--- config.mk ---
export PLATFORM = sky130hd
export DESIGN_NAME = hack_clock_ctrl
export DESIGN_NICKNAME = d
export VERILOG_FILES = /design/src/rtl/hack_clock_ctrl.sv
export SDC_FILE = /design/constraint.sdc
export NUM_CORES = 1
export LEC_CHECK = 0
export CAP_MARGIN = 40
export CORE_MARGIN = 1
export CORE_UTILIZATION = 44
export DETAILED_ROUTE_END_ITERATION = 6
export PLACE_DENSITY = 0.83
export SKIP_LAST_GASP = 1
export SLEW_MARGIN = 20
export SYNTH_ARGS = -nofsm -noshare
export SYNTH_HDL_FRONTEND = slang
export SYNTH_SLANG_ARGS = --single-unit
--- constraint.sdc ---
create_clock -name clk -period 1.9 [get_ports clk]
set_input_delay 0.19 -clock clk [delete_from_list [all_inputs] [get_ports clk]]
set_output_delay 0.19 -clock clk [all_outputs]
set_load 0.005 [all_outputs]
--- src/rtl/hack_clock_ctrl.sv ---
// hack_clock_ctrl: run/halt/single-step controller for the Hack CPU clock.
// hack_clk half-period is (div_reg + 1) clk cycles; the terminal count is
// stretched while mem_busy is high. hack_clk always stops low.
// Optional macro HACK_CLOCK_CYCLE_COUNT_EN enables the 16-bit rising-edge
// counter on cycle_count; otherwise cycle_count is tied to zero.
module hack_clock_ctrl #(
    parameter int unsigned DIV_WIDTH   = 6,
    parameter int unsigned DEFAULT_DIV = 18,
    parameter int unsigned AUTO_RUN    = 0
) (
    input  logic                 clk,
    input  logic                 reset,
    input  logic                 run_cmd,
    input  logic                 halt_cmd,
    input  logic                 step_cmd,
    input  logic                 div_load,
    input  logic [DIV_WIDTH-1:0] div_value,
    input  logic                 mem_busy,
    output logic                 hack_clk,
    output logic                 strobe,
    output logic                 rise_strobe,
    output logic                 running,
    output logic [15:0]          cycle_count
);

    localparam logic [1:0] ST_HALTED  = 2'd0;
    localparam logic [1:0] ST_RUNNING = 2'd1;
    localparam logic [1:0] ST_STEP    = 2'd2;
    localparam logic [1:0] ST_RESET   = (AUTO_RUN != 0) ? ST_RUNNING : ST_HALTED;

    localparam logic [DIV_WIDTH-1:0] DIV_RESET = DIV_WIDTH'(DEFAULT_DIV);
    localparam logic [DIV_WIDTH-1:0] DIV_MIN   = DIV_WIDTH'(1);

    logic [1:0]           state_q, state_d;
    logic                 halt_pend_q, halt_pend_d;
    logic [DIV_WIDTH-1:0] div_q, div_d;
    logic [DIV_WIDTH-1:0] tc_q, tc_d;
    logic [DIV_WIDTH-1:0] cnt_q, cnt_d;
    logic                 hack_clk_q, hack_clk_d;
    logic                 strobe_q, rise_q, running_q;

    logic                 active;
    logic                 at_tc;
    logic                 toggle;
    logic                 rise_evt;
    logic                 fall_evt;
    logic [DIV_WIDTH-1:0] div_clamped;

    assign active      = (state_q != ST_HALTED);
    assign at_tc       = (cnt_q == tc_q);
    assign toggle      = active && at_tc && !mem_busy;
    assign rise_evt    = toggle && !hack_clk_q;
    assign fall_evt    = toggle && hack_clk_q;
    assign div_clamped = (div_value == '0) ? DIV_MIN : div_value;

    // Divider register, terminal count and phase counter next-state.
    // tc_q snapshots the divider only at a reload point (or while halted),
    // so a div_load mid-phase never changes the phase in progress.
    always_comb begin
        div_d = div_load ? div_clamped : div_q;
        tc_d  = tc_q;
        cnt_d = cnt_q;
        if (!active || toggle) begin
            cnt_d = '0;
            tc_d  = div_d;
        end else if (!at_tc) begin
            cnt_d = cnt_q + DIV_WIDTH'(1);
        end
        hack_clk_d = toggle ? ~hack_clk_q : hack_clk_q;
    end

    // Run-state next-state; command priority is halt > step > run.
    always_comb begin
        state_d     = state_q;
        halt_pend_d = halt_pend_q;
        case (state_q)
            ST_HALTED: begin
                halt_pend_d = 1'b0;
                if (!halt_cmd) begin
                    if (step_cmd)     state_d = ST_STEP;
                    else if (run_cmd) state_d = ST_RUNNING;
                end
            end
            ST_RUNNING: begin
                if (halt_cmd) halt_pend_d = 1'b1;
                if (fall_evt && halt_pend_q) begin
                    state_d     = ST_HALTED;
                    halt_pend_d = 1'b0;
                end
            end
            ST_STEP: begin
                halt_pend_d = 1'b0;
                if (!halt_cmd && run_cmd) state_d = ST_RUNNING;
                else if (fall_evt)        state_d = ST_HALTED;
            end
            default: begin
                state_d     = ST_HALTED;
                halt_pend_d = 1'b0;
            end
        endcase
    end

    // Control and phase state registers.
    always_ff @(posedge clk or negedge reset) begin
        if (!reset) begin
            state_q     <= ST_RESET;
            halt_pend_q <= 1'b0;
            div_q       <= DIV_RESET;
            tc_q        <= DIV_RESET;
            cnt_q       <= '0;
            hack_clk_q  <= 1'b0;
        end else begin
            state_q     <= state_d;
            halt_pend_q <= halt_pend_d;
            div_q       <= div_d;
            tc_q        <= tc_d;
            cnt_q       <= cnt_d;
            hack_clk_q  <= hack_clk_d;
        end
    end

    // Registered status pulses; running follows the state one cycle later.
    always_ff @(posedge clk or negedge reset) begin
        if (!reset) begin
            strobe_q  <= 1'b0;
            rise_q    <= 1'b0;
            running_q <= 1'b0;
        end else begin
            strobe_q  <= toggle;
            rise_q    <= rise_evt;
            running_q <= active;
        end
    end

`ifdef HACK_CLOCK_CYCLE_COUNT_EN
    logic [15:0] cc_q;

    // Rising-edge counter, wraps naturally at 16 bits.
    always_ff @(posedge clk or negedge reset) begin
        if (!reset)        cc_q <= '0;
        else if (rise_evt) cc_q <= cc_q + 16'd1;
    end

    assign cycle_count = cc_q;
`else
    assign cycle_count = 16'h0000;
`endif

    assign hack_clk    = hack_clk_q;
    assign strobe      = strobe_q;
    assign rise_strobe = rise_q;
    assign running     = running_q;

endmodule

# Yosys cells after proc, flatten, opt, wreduce, memory -nomap -nowiden

Cells that the tools add are included.

Equality and inequality tests: 9
Bitwise logic cells: 1
Mux-type cells: 14
Add/sub/neg operators: 1
Reduce and logical (&&, ||, !) cells: 15
Divide/modulo/power cells: 0
Shifts and indexed selects: 0
Multiply operators: 0
Magnitude comparators: 0

Operators with widths:

| cell                  | count |
|---|---|
| $mux W6               | 4 |
| $mux W2               | 6 |
| $ne A3 B3 Y1 const B  | 3 |
| $add A6 B1 Y6 const B | 1 |
| $eq A6 B6 Y1          | 1 |
| $logic_and A1 B1 Y1   | 6 |
| $logic_not A6 Y1      | 1 |
| $pmux W2 S3           | 1 |
| $logic_not A1 Y1      | 4 |
| $ne A2 B2 Y1 const B  | 2 |
| $reduce_and A4 Y1     | 1 |
| $mux W1               | 3 |
| $eq A2 B1 Y1 const B  | 1 |
| $eq A2 B2 Y1 const B  | 1 |
| $logic_not A2 Y1      | 1 |
| $ne A2 B1 Y1 const B  | 1 |
| $reduce_bool A2 Y1    | 1 |
| $logic_or A1 B1 Y1    | 1 |
| $not A1 Y1            | 1 |

Output and inout bits: 20
Memories kept: 0
Memory bits (read-only): 0
Word-level logic and storage cells: 49
Register bits: 25
Bits in writable memories: 0
Bits in latches: 0

# Logic depth before layout (Yosys ltp)

Word-level depth: 7
Mapped depth: 5

# Least setup slack after synthesis

OpenSTA, ideal clock, no wires.

Path type: reg2reg
Start point: reg tc_q[4]
End point: reg tc_q[0]
Library setup time: 0.125 ns
Period minus slack after synthesis: 1.658 ns
Stages on the path, launching flop included: 5
Slack: 0.242 ns
Arrival time: 1.533 ns
Cells stage by stage: dfstp_2 > xnor2_1 > nand3b_1 > o21ai_4 > mux2_2

Longest elaborated chain between the ends: 4

Ends and longest elaborated chain:

| element                           | RTL line | source |
|---|---|---|
| start, declared                   | 37       | `logic [DIV_WIDTH-1:0] tc_q, tc_d;` |
| start signal, assigned            | 116      | `tc_q <= tc_d;` |
| $eq A6 B6 Y1                      | 50       | `assign at_tc = (cnt_q == tc_q);` |
| $logic_and A1 B1 Y1 (2 in series) | 51       | `assign toggle = active && at_tc && !mem_busy;` |
| $logic_or A1 B1 Y1                | 63       | `if (!active \|\| toggle) begin` |

No other way between the ends.
A chain may end at the register's enable or synchronous reset.

# Final worst setup path

Start point: reg cnt_q[1]
End point: reg tc_q[0]

Longest elaborated chain between the ends: 4

Ends and longest elaborated chain:

| element                           | RTL line | source |
|---|---|---|
| start, declared                   | 38       | `logic [DIV_WIDTH-1:0] cnt_q, cnt_d;` |
| start signal, assigned            | 117      | `cnt_q <= cnt_d;` |
| $eq A6 B6 Y1                      | 50       |  |
| $logic_and A1 B1 Y1 (2 in series) | 51       |  |
| $logic_or A1 B1 Y1                | 63       |  |

No other way between the ends.

==> results.toml <==
[drt]
vias_per_cell = 5.27
finalWirelength_um = 2320
wl_per_cell_um = 13.5
ant_nets = 0
vias = 906
drc = 11
first_pass_iters = 6
dr.first_iter.drc_count = 30

[placement]
port_buffers = 16
dpl.hpwl_um = 1760
gp_congestion = 0.847
dp.cells = 168

[global_routing]
grt_max_degree = 26
grt_pass1_wl_um = 4090
antenna_found_initial = 0
overflow = 0
grt_use_total_pct = 16.1
grt_pass1_vias = 920

[synthesis]
yosys-top-cells-area = "dfrtp_1 39%, mux2_2 9.3%, buf_4 9.0%, dfstp_2 7.9%, xnor2_1 3.9%"
synth_xor_area_share_pct = 4.59
synth_compound_area_share_pct = 11.3
syn_area_per_cell_um2 = 11.1
ys_seq_elements = 25
synth_cells = 120
yosys.area.top_type = "dfrtp_1"
yosysTopAreaCellShare_pct = 39.4
synthMuxAreaShare_pct = 12.3
synth.distinct_cells = 33
synth_fa_ha_area_share_pct = 0.937
synth_edf_count = 0
ys_async_sr_fraction_pct = 100
synth_ff_type = "dfrtp_1"
yosysWarnings = 0
seq_area_frac_synth_pct = 47.2
syn-cell-area_um2 = 1340
synth_top_family_by_area = "simple AND/OR/NAND/NOR gates"
synth-simple-area-share_pct = 13.4

[setup_path]
max_stage_delay_ps = 460
critPathKind = "reg2reg"
crit_family = "flip-flops"
startpoint = "cnt_q[1]"
cp.buffers_inverters = 0
critPathArrivalTime_ps = 1960
worstPathCellList = "xnor2_1, nand3b_1, o21ai_4, mux2_2"
required_ps = 2100
end_kind = "register"
startpoint_type = "register"
r2r_start = "cnt_q[1]"
cp_slowest_cell = "dfrtp_1"
worst-path-max-fanout = 8

[power]
power_frac_seq_pct = 44.2
swShare_pct = 38.7
pwr-share-comb_pct = 44.0
p_sw_mw = 0.742
ir_drop_v = 0.000554
power.density_nw_per_um2 = 1250
clkPwrFrac_pct = 11.8
p_int_mw = 1.17
leakagePower_nw = 0.666

[die]
fp.coreArea_um2 = 2810
io_pins = 33
die-area_um2 = 3260
die-width_um = 57.1
die_height_um = 57.1
start_util_pct = 47.6
fp-row-count = 19

[clocking]
clkTransAtPathRegs_ps = 130
cts_tree = "built"
cts-buffers-inserted = 3
cts_max_level = 1
cts_root_buffer = "clkbuf_4"
clock_latency_ps = 310
cts_hold_buf = 0
ctsLongestPathBuffers = 2
cts_setup_buffers = 0
cts_resized = 0
cts_sinks = 25

[status]
run_status = "finished with violations"
violations = "DRC"

[timing]
finalSetupTns_ps = 0
slew_viol_final = 0
min_period_ps = 1760
setup_viol = 0
finalClockSkew_ps = 10.8
finalCritPeriodShare_pct = 92.7
fmax_mhz = 568
rsz0062_at_grt = "false"
hold_viol = 0

[finish]
fin_cells = 172
drive_above_1_share_pct = 19.1
final.fill_count = 228
diodes = 0
area_delta_synth_final_pct = 14.8
fin_nets = 156

[run]
cap_violations = 0

[min_path]
hold_path.class = "in2async"
-- Yosys cell counts (2+ instances only) --
cell and count:
o21ai_0 8, mux2i_1 4, nor3_1 4, o211ai_1 4
dfrtp_1 21, xnor2_1 6, a31oi_1 2, nand2b_1 2
buf_4 16, mux2_2 11, dfstp_2 4, o2111ai_1 2
nand2_1 3, nor2b_1 3, a21oi_1 4, nor2_1 9
-- layout by cell type (no fill, tap or decap), drive strengths merged --
master          n
nand2b          2
a21boi          1
dfrtp          21
nor2            9
conb           16
o2111ai         2
nand3           1
dfstp           4
clkbuf          4
and3            1
nor3            4
nor2b           3
xnor2           6
a31oi           2
clkdlybuf4s50  16
inv             1
mux2           11
buf             4
a21oi           4
o211ai          4
and4            1
mux2i           4
nand2           3
a21o            1
nor4            2
o21ai           9
and2            1
nand3b          1
nand4           1
ha              1
xor2            1
-- through the flow --
step	power (mW)	area, µm²	utilization (%)	setup WS (ps)	hold slack [ps]
floorplan	1.42	1390	-	242	-106
global placement	1.60	1490	53.2	230	469
detailed placement	1.66	1490	53.2	180	494
CTS	1.90	1520	54.1	157	224
global route	2.07	1530	54.6	8.84	241
finish	1.92	1530	54.6	138	216
-- cell families (layout without fill, tap and decap cells) --
kind of cell / Yosys count / in the layout
AOI/OAI and AO/OA: 23 / 23
and+or+nand+nor: 29 / 29
DFF: 25 / 25
xor gates and xnor gates: 7 / 7
muxes: 15 / 15
buffers and inverters: 19 / 25
adders and majority gates: 1 / 1
other: 1 / 16
-- registers in the layout, summed over array words and instances (netlist names) --
name and count:
halt_pend_q 1, div_q 6, cnt_q 6, strobe 1, tc_q 6, running 1
hack_clk 1, state_q 2, rise_strobe 1
-- cell type report --
cell class	instances	area [µm²]	area share (%)
clock buffers	4	26.3	1.71
repair buffers	20	190	12.4
well taps	31	38.8	2.53
multi-input cells	91	643	42.0
flip-flops and latches	25	631	41.1
inverters	1	3.75	0.245
-- final timing paths --
path / cells after the start / slack [ps] / end
setup reg to reg: 4 / 140 / tc_q[0]
hold / removal: 2 / 220 / hack_clk
hold reg to reg: 1 / 520 / halt_pend_q
min in group clk: 1 / 520 / halt_pend_q
max in group asynchronous: 2 / 1390 / tc_q[1]
setup / recovery: 4 / 140 / tc_q[0]
-- metal layers --
metal	part of all wire, %	track usage (%)
met1	44	19.7
met2	52	28.6
met3	3.7	3.40
met4	0.56	4.53
met5	0	0
-- power by group through the flow --
stage          clock network (mW)  logic [mW]  registers, mW
3_3_place_gp                    0       0.770          0.833
6_report                    0.226       0.844          0.847
3_5_place_dp                    0       0.814          0.846
5_1_grt                     0.265       0.938          0.865
2_1_floorplan                   0       0.607          0.809
4_1_cts                     0.236       0.826          0.835
Note: power is estimated with default switching activity, not from simulation.
